### src/rtl/seven_segment_display_capture_pkg.sv
// Shared display definitions for the seven-segment refresh path.
//   - anode_class_t   : classification of one sampled anode pattern
//   - capture_state_t : frame-capture FSM state encoding
//   - BCD_MAX         : largest legal BCD digit value
//   - decode_anodes() : one-cold anode pattern -> digit index / class.
//                       Also used by the refresh driver bench.
package seven_segment_display_capture_pkg;

    localparam int unsigned MAX_SEGMENTS = 8;
    localparam logic [3:0]  BCD_MAX      = 4'd9;

    typedef enum logic [1:0] {
        ANODE_BLANK   = 2'd0,
        ANODE_DIGIT   = 2'd1,
        ANODE_ILLEGAL = 2'd2
    } anode_class_t;

    typedef enum logic {
        ST_SEARCH  = 1'b0,
        ST_CAPTURE = 1'b1
    } capture_state_t;

    typedef struct packed {
        anode_class_t cls;
        logic [2:0]   idx;
    } anode_decode_t;

    // Unused upper anodes must be driven high (inactive) by the caller.
    function automatic anode_decode_t decode_anodes(input logic [MAX_SEGMENTS-1:0] anodes);
        anode_decode_t res;
        int unsigned   zeros;
        res.cls = ANODE_BLANK;
        res.idx = 3'd0;
        zeros   = 0;
        for (int k = 0; k < MAX_SEGMENTS; k++) begin
            if (!anodes[k]) begin
                zeros++;
                res.idx = 3'(k);
            end
        end
        if (zeros == 1) begin
            res.cls = ANODE_DIGIT;
        end else if (zeros > 1) begin
            res.cls = ANODE_ILLEGAL;
            res.idx = 3'd0;
        end
        return res;
    endfunction

endpackage

### src/rtl/seven_segment_display_capture_anode_decode.sv
// display_anode_decode: combinational decoder for the active-low anode bus.
//   anodes     in  : active-low digit enables, SEGMENT_NUM wide
//   is_digit   out : exactly one anode is low
//   is_illegal out : two or more anodes are low
//   digit_idx  out : index of the low anode (valid when is_digit)
module display_anode_decode
    import seven_segment_display_capture_pkg::*;
#(
    parameter int unsigned SEGMENT_NUM = 4,
    parameter int unsigned IDX_W       = 2
) (
    input  logic [SEGMENT_NUM-1:0] anodes,
    output logic                   is_digit,
    output logic                   is_illegal,
    output logic [IDX_W-1:0]       digit_idx
);

    logic [MAX_SEGMENTS-1:0] padded;
    anode_decode_t           dec;
    logic                    unused_idx_bits;

    always_comb begin
        padded                  = '1;
        padded[SEGMENT_NUM-1:0] = anodes;
    end

    assign dec        = decode_anodes(padded);
    assign is_digit   = (dec.cls == ANODE_DIGIT);
    assign is_illegal = (dec.cls == ANODE_ILLEGAL);
    assign digit_idx  = dec.idx[IDX_W-1:0];

    // Padding keeps the index below SEGMENT_NUM, so upper bits are always zero.
    assign unused_idx_bits = ^dec.idx;

endmodule

### src/rtl/seven_segment_display_capture.sv
// seven_segment_display_capture: rebuilds the packed BCD word from a
// time-multiplexed seven-segment refresh (digit value + active-low anodes).
//   i_Clk          in  : system clock
//   i_Reset_n      in  : synchronous active-low reset
//   i_Sample_En    in  : one-cycle strobe after each refresh step
//   i_BCD_Num_Sel  in  : BCD value currently presented
//   i_Anodes       in  : active-low digit enables
//   o_BCD_Num      out : last complete frame, digit k at [4k+3:4k]
//   o_Frame_Valid  out : pulse when o_BCD_Num updates
//   o_Stable       out : frame repeated STABLE_FRAMES times
//   o_Error        out : pulse on protocol or digit error
//   o_Timeout      out : refresh lost
//
// state      | meaning
// -----------+-----------------------------------------------------------
// ST_SEARCH  | waiting for a digit-0 sample to align on a frame start
// ST_CAPTURE | collecting digits in order; exp_q is the next index wanted
module seven_segment_display_capture
    import seven_segment_display_capture_pkg::*;
#(
    parameter int unsigned SEGMENT_NUM    = 4,
    parameter int unsigned STABLE_FRAMES  = 2,
    parameter int unsigned TIMEOUT_CYCLES = 1000000
) (
    input  logic                     i_Clk,
    input  logic                     i_Reset_n,
    input  logic                     i_Sample_En,
    input  logic [3:0]               i_BCD_Num_Sel,
    input  logic [SEGMENT_NUM-1:0]   i_Anodes,
    output logic [4*SEGMENT_NUM-1:0] o_BCD_Num,
    output logic                     o_Frame_Valid,
    output logic                     o_Stable,
    output logic                     o_Error,
    output logic                     o_Timeout
);

    localparam int unsigned WORD_W = 4 * SEGMENT_NUM;
    localparam int unsigned IDX_W  = (SEGMENT_NUM > 1) ? $clog2(SEGMENT_NUM) : 1;
    localparam int unsigned TMO_W  = (TIMEOUT_CYCLES > 1) ? $clog2(TIMEOUT_CYCLES) : 1;
    localparam int unsigned MC_W   = $clog2(STABLE_FRAMES + 1);

    localparam logic [IDX_W-1:0] LAST_IDX   = IDX_W'(SEGMENT_NUM - 1);
    localparam logic [TMO_W-1:0] TMO_LAST   = TMO_W'(TIMEOUT_CYCLES - 1);
    localparam logic [MC_W-1:0]  STABLE_CNT = MC_W'(STABLE_FRAMES);

    logic             is_digit;
    logic             is_illegal;
    logic [IDX_W-1:0] digit_idx;

    capture_state_t   state_q, state_d;
    logic [IDX_W-1:0] exp_q, exp_d;
    logic [WORD_W-1:0] shadow_q, shadow_d;
    logic             bad_q, bad_d;
    logic [MC_W-1:0]  match_q, match_d;
    logic [TMO_W-1:0] tmo_q, tmo_d;
    logic [WORD_W-1:0] bcd_q, bcd_d;
    logic             valid_q, valid_d;
    logic             stable_q, stable_d;
    logic             error_q, error_d;
    logic             timeout_q, timeout_d;

    logic             sample_digit;
    logic             start_frame;
    logic             store_digit;
    logic             frame_done;
    logic             timeout_hit;

    display_anode_decode #(
        .SEGMENT_NUM (SEGMENT_NUM),
        .IDX_W       (IDX_W)
    ) u_anode_decode (
        .anodes     (i_Anodes),
        .is_digit   (is_digit),
        .is_illegal (is_illegal),
        .digit_idx  (digit_idx)
    );

    assign sample_digit = i_Sample_En & is_digit;

    always_comb begin
        state_d     = state_q;
        exp_d       = exp_q;
        shadow_d    = shadow_q;
        bad_d       = bad_q;
        match_d     = match_q;
        tmo_d       = tmo_q;
        bcd_d       = bcd_q;
        timeout_d   = timeout_q;
        valid_d     = 1'b0;
        error_d     = 1'b0;
        start_frame = 1'b0;
        store_digit = 1'b0;
        frame_done  = 1'b0;
        timeout_hit = 1'b0;

        if (i_Sample_En) begin
            case (state_q)
                ST_SEARCH: begin
                    if (is_illegal) begin
                        error_d = 1'b1;
                    end else if (is_digit && digit_idx == '0) begin
                        start_frame = 1'b1;
                    end
                end
                ST_CAPTURE: begin
                    if (is_illegal || (is_digit && digit_idx != exp_q)) begin
                        error_d = 1'b1;
                        // An out-of-order digit 0 is treated as a fresh frame start.
                        if (is_digit && digit_idx == '0) begin
                            start_frame = 1'b1;
                        end else begin
                            state_d = ST_SEARCH;
                        end
                    end else if (is_digit) begin
                        store_digit = 1'b1;
                    end
                end
                default: state_d = ST_SEARCH;
            endcase
        end

        if (start_frame) begin
            shadow_d      = '0;
            shadow_d[3:0] = i_BCD_Num_Sel;
            bad_d         = (i_BCD_Num_Sel > BCD_MAX);
            exp_d         = (LAST_IDX == '0) ? '0 : IDX_W'(1);
            state_d       = ST_CAPTURE;
        end

        if (store_digit) begin
            for (int k = 0; k < SEGMENT_NUM; k++) begin
                if (digit_idx == IDX_W'(k)) begin
                    shadow_d[4*k +: 4] = i_BCD_Num_Sel;
                end
            end
            bad_d = bad_q | (i_BCD_Num_Sel > BCD_MAX);
            exp_d = (exp_q == LAST_IDX) ? '0 : exp_q + IDX_W'(1);
        end

        frame_done = (start_frame || store_digit) && !error_d && (digit_idx == LAST_IDX);

        if (frame_done) begin
            if (bad_d) begin
                error_d = 1'b1;
                state_d = ST_SEARCH;
            end else begin
                valid_d = 1'b1;
                bcd_d   = shadow_d;
                exp_d   = '0;
                state_d = ST_CAPTURE;
                if (shadow_d == bcd_q) begin
                    if (match_q < STABLE_CNT) begin
                        match_d = match_q + MC_W'(1);
                    end
                end else begin
                    match_d = MC_W'(1);
                end
            end
        end

        // Counts cycles since the last lit-digit sample, holding at the terminal value.
        if (sample_digit) begin
            tmo_d = '0;
        end else if (tmo_q == TMO_LAST) begin
            timeout_hit = 1'b1;
        end else begin
            tmo_d = tmo_q + TMO_W'(1);
        end

        if (sample_digit && digit_idx == '0) begin
            timeout_d = 1'b0;
        end

        if (timeout_hit) begin
            state_d   = ST_SEARCH;
            timeout_d = 1'b1;
            match_d   = '0;
        end

        if (error_d) begin
            match_d = '0;
        end

        stable_d = (match_d >= STABLE_CNT);
    end

    always_ff @(posedge i_Clk) begin
        if (!i_Reset_n) begin
            state_q   <= ST_SEARCH;
            exp_q     <= '0;
            shadow_q  <= '0;
            bad_q     <= 1'b0;
            match_q   <= '0;
            tmo_q     <= '0;
            bcd_q     <= '0;
            valid_q   <= 1'b0;
            stable_q  <= 1'b0;
            error_q   <= 1'b0;
            timeout_q <= 1'b0;
        end else begin
            state_q   <= state_d;
            exp_q     <= exp_d;
            shadow_q  <= shadow_d;
            bad_q     <= bad_d;
            match_q   <= match_d;
            tmo_q     <= tmo_d;
            bcd_q     <= bcd_d;
            valid_q   <= valid_d;
            stable_q  <= stable_d;
            error_q   <= error_d;
            timeout_q <= timeout_d;
        end
    end

    assign o_BCD_Num     = bcd_q;
    assign o_Frame_Valid = valid_q;
    assign o_Stable      = stable_q;
    assign o_Error       = error_q;
    assign o_Timeout     = timeout_q;

endmodule
### config.mk
export PLATFORM = sky130hd
export DESIGN_NAME = seven_segment_display_capture
export DESIGN_NICKNAME = d
export VERILOG_FILES = /design/src/rtl/seven_segment_display_capture_pkg.sv /design/src/rtl/seven_segment_display_capture_anode_decode.sv /design/src/rtl/seven_segment_display_capture.sv
export SDC_FILE = /design/constraint.sdc
export NUM_CORES = 1
export LEC_CHECK = 0
export CAP_MARGIN = 30
export CORE_AREA = 2 2 90 100
export DETAILED_ROUTE_END_ITERATION = 6
export DIE_AREA = 0 0 92 102
export GPL_TIMING_DRIVEN = 0
export PLACE_DENSITY = 0.7
export SLEW_MARGIN = 20
export SYNTH_ARGS = -nofsm -noshare
export SYNTH_HDL_FRONTEND = slang
export SYNTH_SLANG_ARGS = --single-unit
export TNS_END_PERCENT = 20
### constraint.sdc
create_clock -name i_Clk -period 4.6 [get_ports i_Clk]
set_input_delay 0.69 -clock i_Clk [delete_from_list [all_inputs] [get_ports i_Clk]]
set_output_delay 0.69 -clock i_Clk [all_outputs]
set_load 0.02 [all_outputs]
Yosys cells after proc, flatten, opt, wreduce, memory -nomap -nowiden
Index checks and enable logic that the tools add are counted.
- add/subtract/negate cells: 6
- muxes and demuxes: 54
- equal/unequal tests: 10
- reductions and logical operators: 15
- shift operators: 0
- $lt $le $gt $ge: 4
- divide/modulo/power cells: 0
- $mul: 0
- bitwise logic cells: 5
- operator list (kind ; number):
    $mux W32 ; 3
    $add A32 B1 Y32 const B ; 2
    $eq A32 B1 Y1 const B ; 1
    $gt A32 B1 Y1 const B ; 1
    $mux W16 ; 2
    $mux W2 ; 15
    $mux W1 ; 27
    $add A20 B1 Y20 const B ; 1
    $eq A20 B20 Y1 const B ; 1
    $eq A16 B16 Y1 ; 1
    $mux W4 ; 4
    $eq A2 B2 Y1 const B ; 4
    $logic_and A1 B1 Y1 ; 5
    $mux W5 ; 1
    $add A2 B1 Y2 const B ; 2
    $eq A2 B1 Y1 const B ; 2
    $gt A4 B4 Y1 const B ; 1
    $pmux W1 S2 ; 2
    $reduce_and A2 Y1 ; 2
    $reduce_or A2 Y1 ; 2
    $not A1 Y1 ; 3
    $reduce_bool A3 Y1 ; 1
    $add A1 B1 Y2 const B ; 1
    $ge A2 B2 Y1 const B ; 1
    8 further kinds ; 9
- memories kept: 0
- bits in latches: 0
- bits of input ports: 11
- RAM bits: 0
- register bits: 62
- ROM bits: 0

Depth between registers and ports, before layout
- depth in word-level cells: 26
- mapped depth: 14
- gate-level depth less buffers: 12

Cells and area by module
A second synthesis with hierarchy kept.
- cells, all modules: 378
- area total of the unflattened synthesis: 3296.9 µm²
- modules (own cells, without submodules) (module ; area each (µm²) ; times used ; cells each ; sequential area each (µm²)):
    seven_segment_display_capture ; 3115.5 ; 1 ; 358 ; 1241.2
    display_anode_decode ; 181.4 ; 1 ; 20 ; 0.0

Worst setup path after synthesis
OpenSTA, ideal clock, no wires.
- path kind: input to register
- start: input port i_Anodes[1]
- end: register state_q
- arrival: 3.386 ns
- data required time: 4.475 ns
- setup slack: 1.089 ns
- library setup time: 0.125 ns
- cell stages on the path: 12
- path through: inv_1 > ha_1 > buf_4 > xnor2_1 > ha_1 > nor2b_1 > a211o_1 > a211o_1 > a2111oi_0 > o21ai_0 > a21oi_1 > nor2_1
- longest elaborated chain between the ends: 18
- elaborated cells on any way between the ends: 50
- classes of those cells: add/sub (2); order compare (1); eq/ne (5); mux (31); bitwise (1); reduce/logical (10)
- ends and longest elaborated chain (what ; RTL line ; RTL):
    start: declaration ; seven_segment_display_capture.sv:29 ; input logic [SEGMENT_NUM-1:0] i_Anodes,
    $mux W32 ; seven_segment_display_capture_pkg.sv:36 ; if (!anodes[k]) begin
    $add A32 B1 Y32 ; seven_segment_display_capture_pkg.sv:37 ; zeros++;
    $mux W32 ; seven_segment_display_capture_pkg.sv:36 ;
    $add A32 B1 Y32 ; seven_segment_display_capture_pkg.sv:37 ;
    $mux W32 ; seven_segment_display_capture_pkg.sv:36 ;
    $gt A32 B1 Y1 ; seven_segment_display_capture_pkg.sv:43 ; end else if (zeros > 1) begin
    $mux W5 ; seven_segment_display_capture_pkg.sv:43 ;
    $mux W2 ; seven_segment_display_capture_pkg.sv:41 ; if (zeros == 1) begin
    [2 not listed] ; n/a ;
    $mux W1 or $logic_or A1 B1 Y1 (tied branches) ; seven_segment_display_capture.sv:101, seven_segment_display_capture.sv:109, seven_segment_display_capture.sv:106 ;
    $mux W1, on equally long branches ; seven_segment_display_capture.sv:106, seven_segment_display_capture.sv:99 ;
    $pmux W1 S2 or $mux W1 (tied branches) ; seven_segment_display_capture.sv:97 ; case (state_q)
    $mux W1 ; seven_segment_display_capture.sv:96 ; if (i_Sample_En) begin
    $mux W1, or another cell as far along ; seven_segment_display_capture.sv:122 ; if (start_frame) begin
    $mux W1 or $logic_and A1 B1 Y1 (tied branches) ; seven_segment_display_capture.sv:130, seven_segment_display_capture.sv:140 ;
    $mux W1 or $logic_and A1 B1 Y1 (tied branches) ; seven_segment_display_capture.sv:143, seven_segment_display_capture.sv:140 ;
    $mux W1 or $reduce_bool A3 Y1 (tied branches) ; n/a ;
    end signal: assignment ; seven_segment_display_capture.sv:201 ; state_q <= state_d;
    end: declaration ; seven_segment_display_capture.sv:50 ; capture_state_t state_q, state_d;
Several ways; a longest one is shown, not always the timed one. The select of a mux whose other input is x is not followed.
A chain may end at the register's enable or synchronous reset.

Worst setup path in the final report
- start: input port i_Anodes[1]
- end: register stable_q (netlist: o_Stable)
- longest elaborated chain between the ends: 24
- elaborated cells on any way between the ends: 59
- classes of those cells: add/sub (2); order compare (2); eq/ne (8); mux (38); bitwise (1); reduce/logical (8)
- ends and longest elaborated chain (what ; RTL line ; RTL):
    $mux W32 ; seven_segment_display_capture_pkg.sv:36 ;
    $add A32 B1 Y32 ; seven_segment_display_capture_pkg.sv:37 ;
    $mux W32 ; seven_segment_display_capture_pkg.sv:36 ;
    $add A32 B1 Y32 ; seven_segment_display_capture_pkg.sv:37 ;
    $mux W32 ; seven_segment_display_capture_pkg.sv:36 ;
    $gt A32 B1 Y1 ; seven_segment_display_capture_pkg.sv:43 ;
    $mux W5 ; seven_segment_display_capture_pkg.sv:43 ;
    $mux W2 ; seven_segment_display_capture_pkg.sv:41 ;
    [8 not listed] ; n/a ;
    $mux W16 ; seven_segment_display_capture.sv:130 ; if (store_digit) begin
    $eq A16 B16 Y1 ; seven_segment_display_capture.sv:151 ; if (shadow_d == bcd_q) begin
    $mux W2 ; seven_segment_display_capture.sv:151 ;
    $mux W2 ; seven_segment_display_capture.sv:143 ; if (bad_d) begin
    $mux W2 ; seven_segment_display_capture.sv:142 ; if (frame_done) begin
    $mux W2 ; seven_segment_display_capture.sv:174 ; if (timeout_hit) begin
    $mux W2 * ; seven_segment_display_capture.sv:180 ; if (error_d) begin
    $ge A2 B2 Y1 * ; seven_segment_display_capture.sv:184 ; stable_d = (match_d >= STABLE_CNT);
    end signal: assignment ; seven_segment_display_capture.sv:209 ; stable_q <= stable_d;
    end: declaration ; seven_segment_display_capture.sv:58 ; logic stable_q, stable_d;
Every way passes the cells marked *; elsewhere a longest branch is shown, timed or not.

==> results.py <==
metrics = {
    "run_status": {
        "status": "completed",
    },
    "placed_design": {
        "portBuffers": 29,
        "place_ws_ns": -0.242,
        "place_hpwl_mm": 6.85,
        "place_congestion": 0.883,
    },
    "critical_path": {
        "rr_worst_depth": 8,
        "r2r_slack_ns": 1.72,
        "r2r-start": "exp_q[0]$_SDFF_PN0_",
        "worstSetupStartpointType": "input port",
        "end_kind": "flip-flop",
        "cp.required_ns": 4.87,
        "cpMaxStageDelayCell": "clkdlybuf4s50_1",
        "critical_path_class": "in -> reg",
        "critPathMaxStageDelay_ns": 0.66,
        "path_cells": "clkdlybuf4s50_1, inv_1, ha_1, buf_4, xnor2_1, ha_1, nor2b_1, o2111ai_1, a21boi_4, a2111oi_0, dlymetal6s2s_1, or4_1, or4_1, o21ai_1",
        "crit_arrival_ns": 4.62,
        "crit_fanout": 10,
        "worstReg2RegEnd": "o_Stable$_SDFF_PN0_",
    },
    "cells_and_area": {
        "syn_to_final_growth_pct": 18.6,
        "fin_nets": 479,
        "final_util_pct": 52.5,
        "seq_area_mm2": 0.00124,
        "diodes": 0,
        "multi_input_area_mm2": 0.00226,
        "drive_gt1_share_pct": 10.1,
        "num-fill-cells": 797,
    },
    "yosys": {
        "synth_top_family_by_area": "compound AO/OA/AOI/OAI gates",
        "synthesis.area_mm2": 0.00368,
        "synth_edf_count": 0,
        "synthMostInstantiatedCell": "dfxtp_1",
        "async_flop_share_pct": 0,
        "ys_warn_count": 0,
        "synth_xor_area_share_pct": 5.40,
        "ys.flop_type": "dfxtp_1",
        "synth_area_leaders": "dfxtp_1 34%, o211a_1 4.6%, nor2b_1 3.2%",
        "synth.top_cell.area_share_pct": 33.7,
        "synth_area_leader_cell": "dfxtp_1",
        "synth.yosys.seq_area_share_pct": 33.7,
        "synth_area_per_cell_um2": 8.75,
        "synth_fa_ha_area_share_pct": 2.31,
        "synth_common_cells": "62 x dfxtp_1, 31 x nand2_1, 28 x nor2_1, 23 x inv_1, 19 x nor2b_1",
        "synth_mux_area_share_pct": 0.543,
        "syn_nets": 438,
        "synthCells": 421,
        "synth_cell_types": 74,
        "ys_seq_elements": 62,
        "synth-compound-area-share_pct": 27.8,
        "yosys.area_share.simple_pct": 24.4,
    },
    "die": {
        "num_rows": 35,
        "fp.dieH_um": 102,
        "die_x_um": 92,
        "ios": 31,
        "start_util_pct": 44.3,
        "die_area_mm2": 0.00938,
        "core_mm2": 0.00832,
    },
    "grt": {
        "grt_start_max_net_pins": 13,
        "grt_first_pass_wirelength_mm": 15.8,
        "grtUsageTotal_pct": 21.4,
        "antenna_found_initial": 0,
        "gr-total-overflow": 0,
        "grt_pass1_vias": 3302,
    },
    "timing": {
        "fmax_ghz": 0.230,
        "skew_ns": 0.00707,
        "relSlewSlack_pct": 48.8,
        "hold_viol": 0,
        "slew_violations": 0,
        "fin_ws_ns": 0.251,
        "worst_pin_slew_ns": 0.763,
        "rsz0062_at_grt": "no",
        "setup_violations": 0,
        "timing.final.crit_share_pct": 94.5,
        "fin_crit_ns": 4.35,
    },
    "clock_tree": {
        "post_cts_buffers": 0,
        "cts_buffers": 9,
        "htreeDepth": 3,
        "cts_tree": "built",
        "cts_buffer_depth": 2,
        "clk_pin_slew_ns": 0.07,
        "holdBufCountCts": 0,
        "clkSinkCount": 62,
        "root_buffer": "clkbuf_8",
        "clock_latency_ns": 0.35,
    },
    "power": {
        "pwr-share-comb_pct": 11.1,
        "p_total_mw": 1.18,
        "p_sw_share_pct": 27.1,
        "p_clk_share_pct": 42.5,
        "p_seq_share_pct": 46.4,
        "ir_drop_v": 0.000172,
        "p_per_area_mw_per_mm2": 271,
        "internal_power_uw": 862,
        "p_leak_nw": 1.68,
        "switching_power_uw": 321,
    },
    "route": {
        "ant_nets": 0,
        "drcViolationCount": 0,
        "wl_per_cell_um": 16.4,
        "drt_pass1_iterations": 5,
        "first_iter_violations": 176,
        "vias": 3390,
        "route.final.wire_length_mm": 9.47,
        "via_per_inst": 5.87,
    },
    "min_path": {
        "holdPathEnd": "o_Timeout$_SDFFE_PN0P_",
        "hp-class": "reg -> reg",
        "hold_depth": 1,
        "min_from": "o_Timeout$_SDFFE_PN0P_",
    },
    "job": {
        "maxCapViolations": 0,
    },
}
[power by group through the flow]
| stage | Sequential, mW | Clock, mW | Combinational, mW |
|---|---|---|---|
| after floorplan | 0.562 | 0 | 0.0861 |
| after global placement | 0.561 | 0 | 0.125 |
| after detailed placement | 0.561 | 0 | 0.127 |
| after CTS | 0.549 | 0.506 | 0.128 |
| after global routing | 0.550 | 0.536 | 0.144 |
| final | 0.549 | 0.502 | 0.131 |
[area by class of cell]
type / count / area share (%)
inverters: 23 / 1.98
well taps: 111 / 3.18
repair buffers: 30 / 6.93
clock buffers: 10 / 3.15
multi-input cells: 311 / 51.7
plain buffers: 25 / 3.01
flip-flops and latches: 62 / 28.4
clock inverters: 6 / 1.60
[critical path: cells and delay by family]
family          cells  cell delay [ns]
compound gates      4             0.97
fa+ha+maj           2             0.56
buf+inv             4             1.19
xor+xnor            1             0.13
simple gates        3             1.08
[cells in the final DEF, fill, tap and decap left out, types with 3 or more instances in the layout]
cell             synthesis  routed
buf_2                    8       8
nand2_1                 31      31
a2111oi_2                3       4
clkdlybuf4s50_1          0      29
buf_4                    3       3
or3_1                    5       5
nor3_1                   6       6
a32oi_1                  5       5
o21ai_1                  4       4
a32o_1                   3       3
o311ai_0                 3       3
and2_1                  13      13
a2111oi_0                5       3
nor2_1                  28      28
nor2b_1                 19      19
nand4_1                 11      11
o21ai_0                 11      11
nor4_1                   3       3
clkbuf_1                11      11
ha_1                     6       6
a31oi_1                  8       8
xor2_1                  12      12
xnor2_1                  8       8
dfxtp_1                 62      62
nand3_1                 15      15
clkbuf_8                 0      10
o31a_1                   6       6
nand2b_1                 3       3
o2111ai_1                7       7
and3_1                   7       7
inv_1                   23      23
o211a_1                 17      17
or4_1                    3       3
a21oi_1                 11      11
a311o_1                  3       3
clkinvlp_4               0       3
nand3b_1                 3       3
[how the worst max path moves through the flow]
| stage | slack, ns | startpoint | endpoint |
|---|---|---|---|
| 2_1_floorplan | 1.09 | i_Anodes[1] | state_q$_SDFFE_PP0P_ |
| 3_3_place_gp | -0.11 | i_Anodes[1] | match_q[0]$_SDFF_PN0_ |
| 3_5_place_dp | -0.24 | i_Anodes[1] | match_q[0]$_SDFF_PN0_ |
| 4_1_cts | 0.09 | i_Anodes[1] | o_Stable$_SDFF_PN0_ |
| 5_1_grt | 0.04 | i_Anodes[1] | o_Stable$_SDFF_PN0_ |
| 6_report | 0.25 | i_Anodes[1] | o_Stable$_SDFF_PN0_ |
[registers in the layout, indices dropped and copies added, names as in the netlist]
name and count:
shadow_q 16, o_Stable 1, match_q 2, o_Frame_Valid 1, state_q 1, tmo_q 20, o_Error 1, bad_q 1
o_Timeout 1, o_BCD_Num 16, exp_q 2
[through the flow]
| stage | cell area (µm²) | hold WS [ns] | cells | TNS, ns |
|---|---|---|---|---|
| global route | 4370 | 0.542 | 578 | 0 |
| detailed placement | 4110 | 0.493 | 561 | -0.761 |
| CTS | 4320 | 0.511 | 577 | 0 |
| global placement | 4110 | 0.486 | 561 | -0.290 |
| finish | 4370 | 0.506 | 578 | 0 |
| floorplan | 3680 | 0.471 | 421 | 0 |
[cells by family after synthesis]
family,Yosys count
buffers and inverters,48
xor gates and xnor gates,21
and+or+nand+nor,161
muxes,2
AOI/OAI and AO/OA,120
DFF,62
adders and majority gates,7
[layer usage]
metal | wire, µm | track usage, % | vias to the layer above
met4 | 164 | 8.04 | 0
met2 | 4860 | 38.5 | 69
met3 | 439 | 5.31 | 17
li1 | - | - | 1666
met5 | 0 | 0 | -
met1 | 4010 | 24.6 | 1638
[what timing repair did]
| action | CTS | global route |
|---|---|---|
| setup endpoints to repair | 0 | 4 |
| gates resized for setup | 0 | 7 |
| endpoints found under the hold margin | 0 | 0 |
Power figures use the tool's default switching activity.
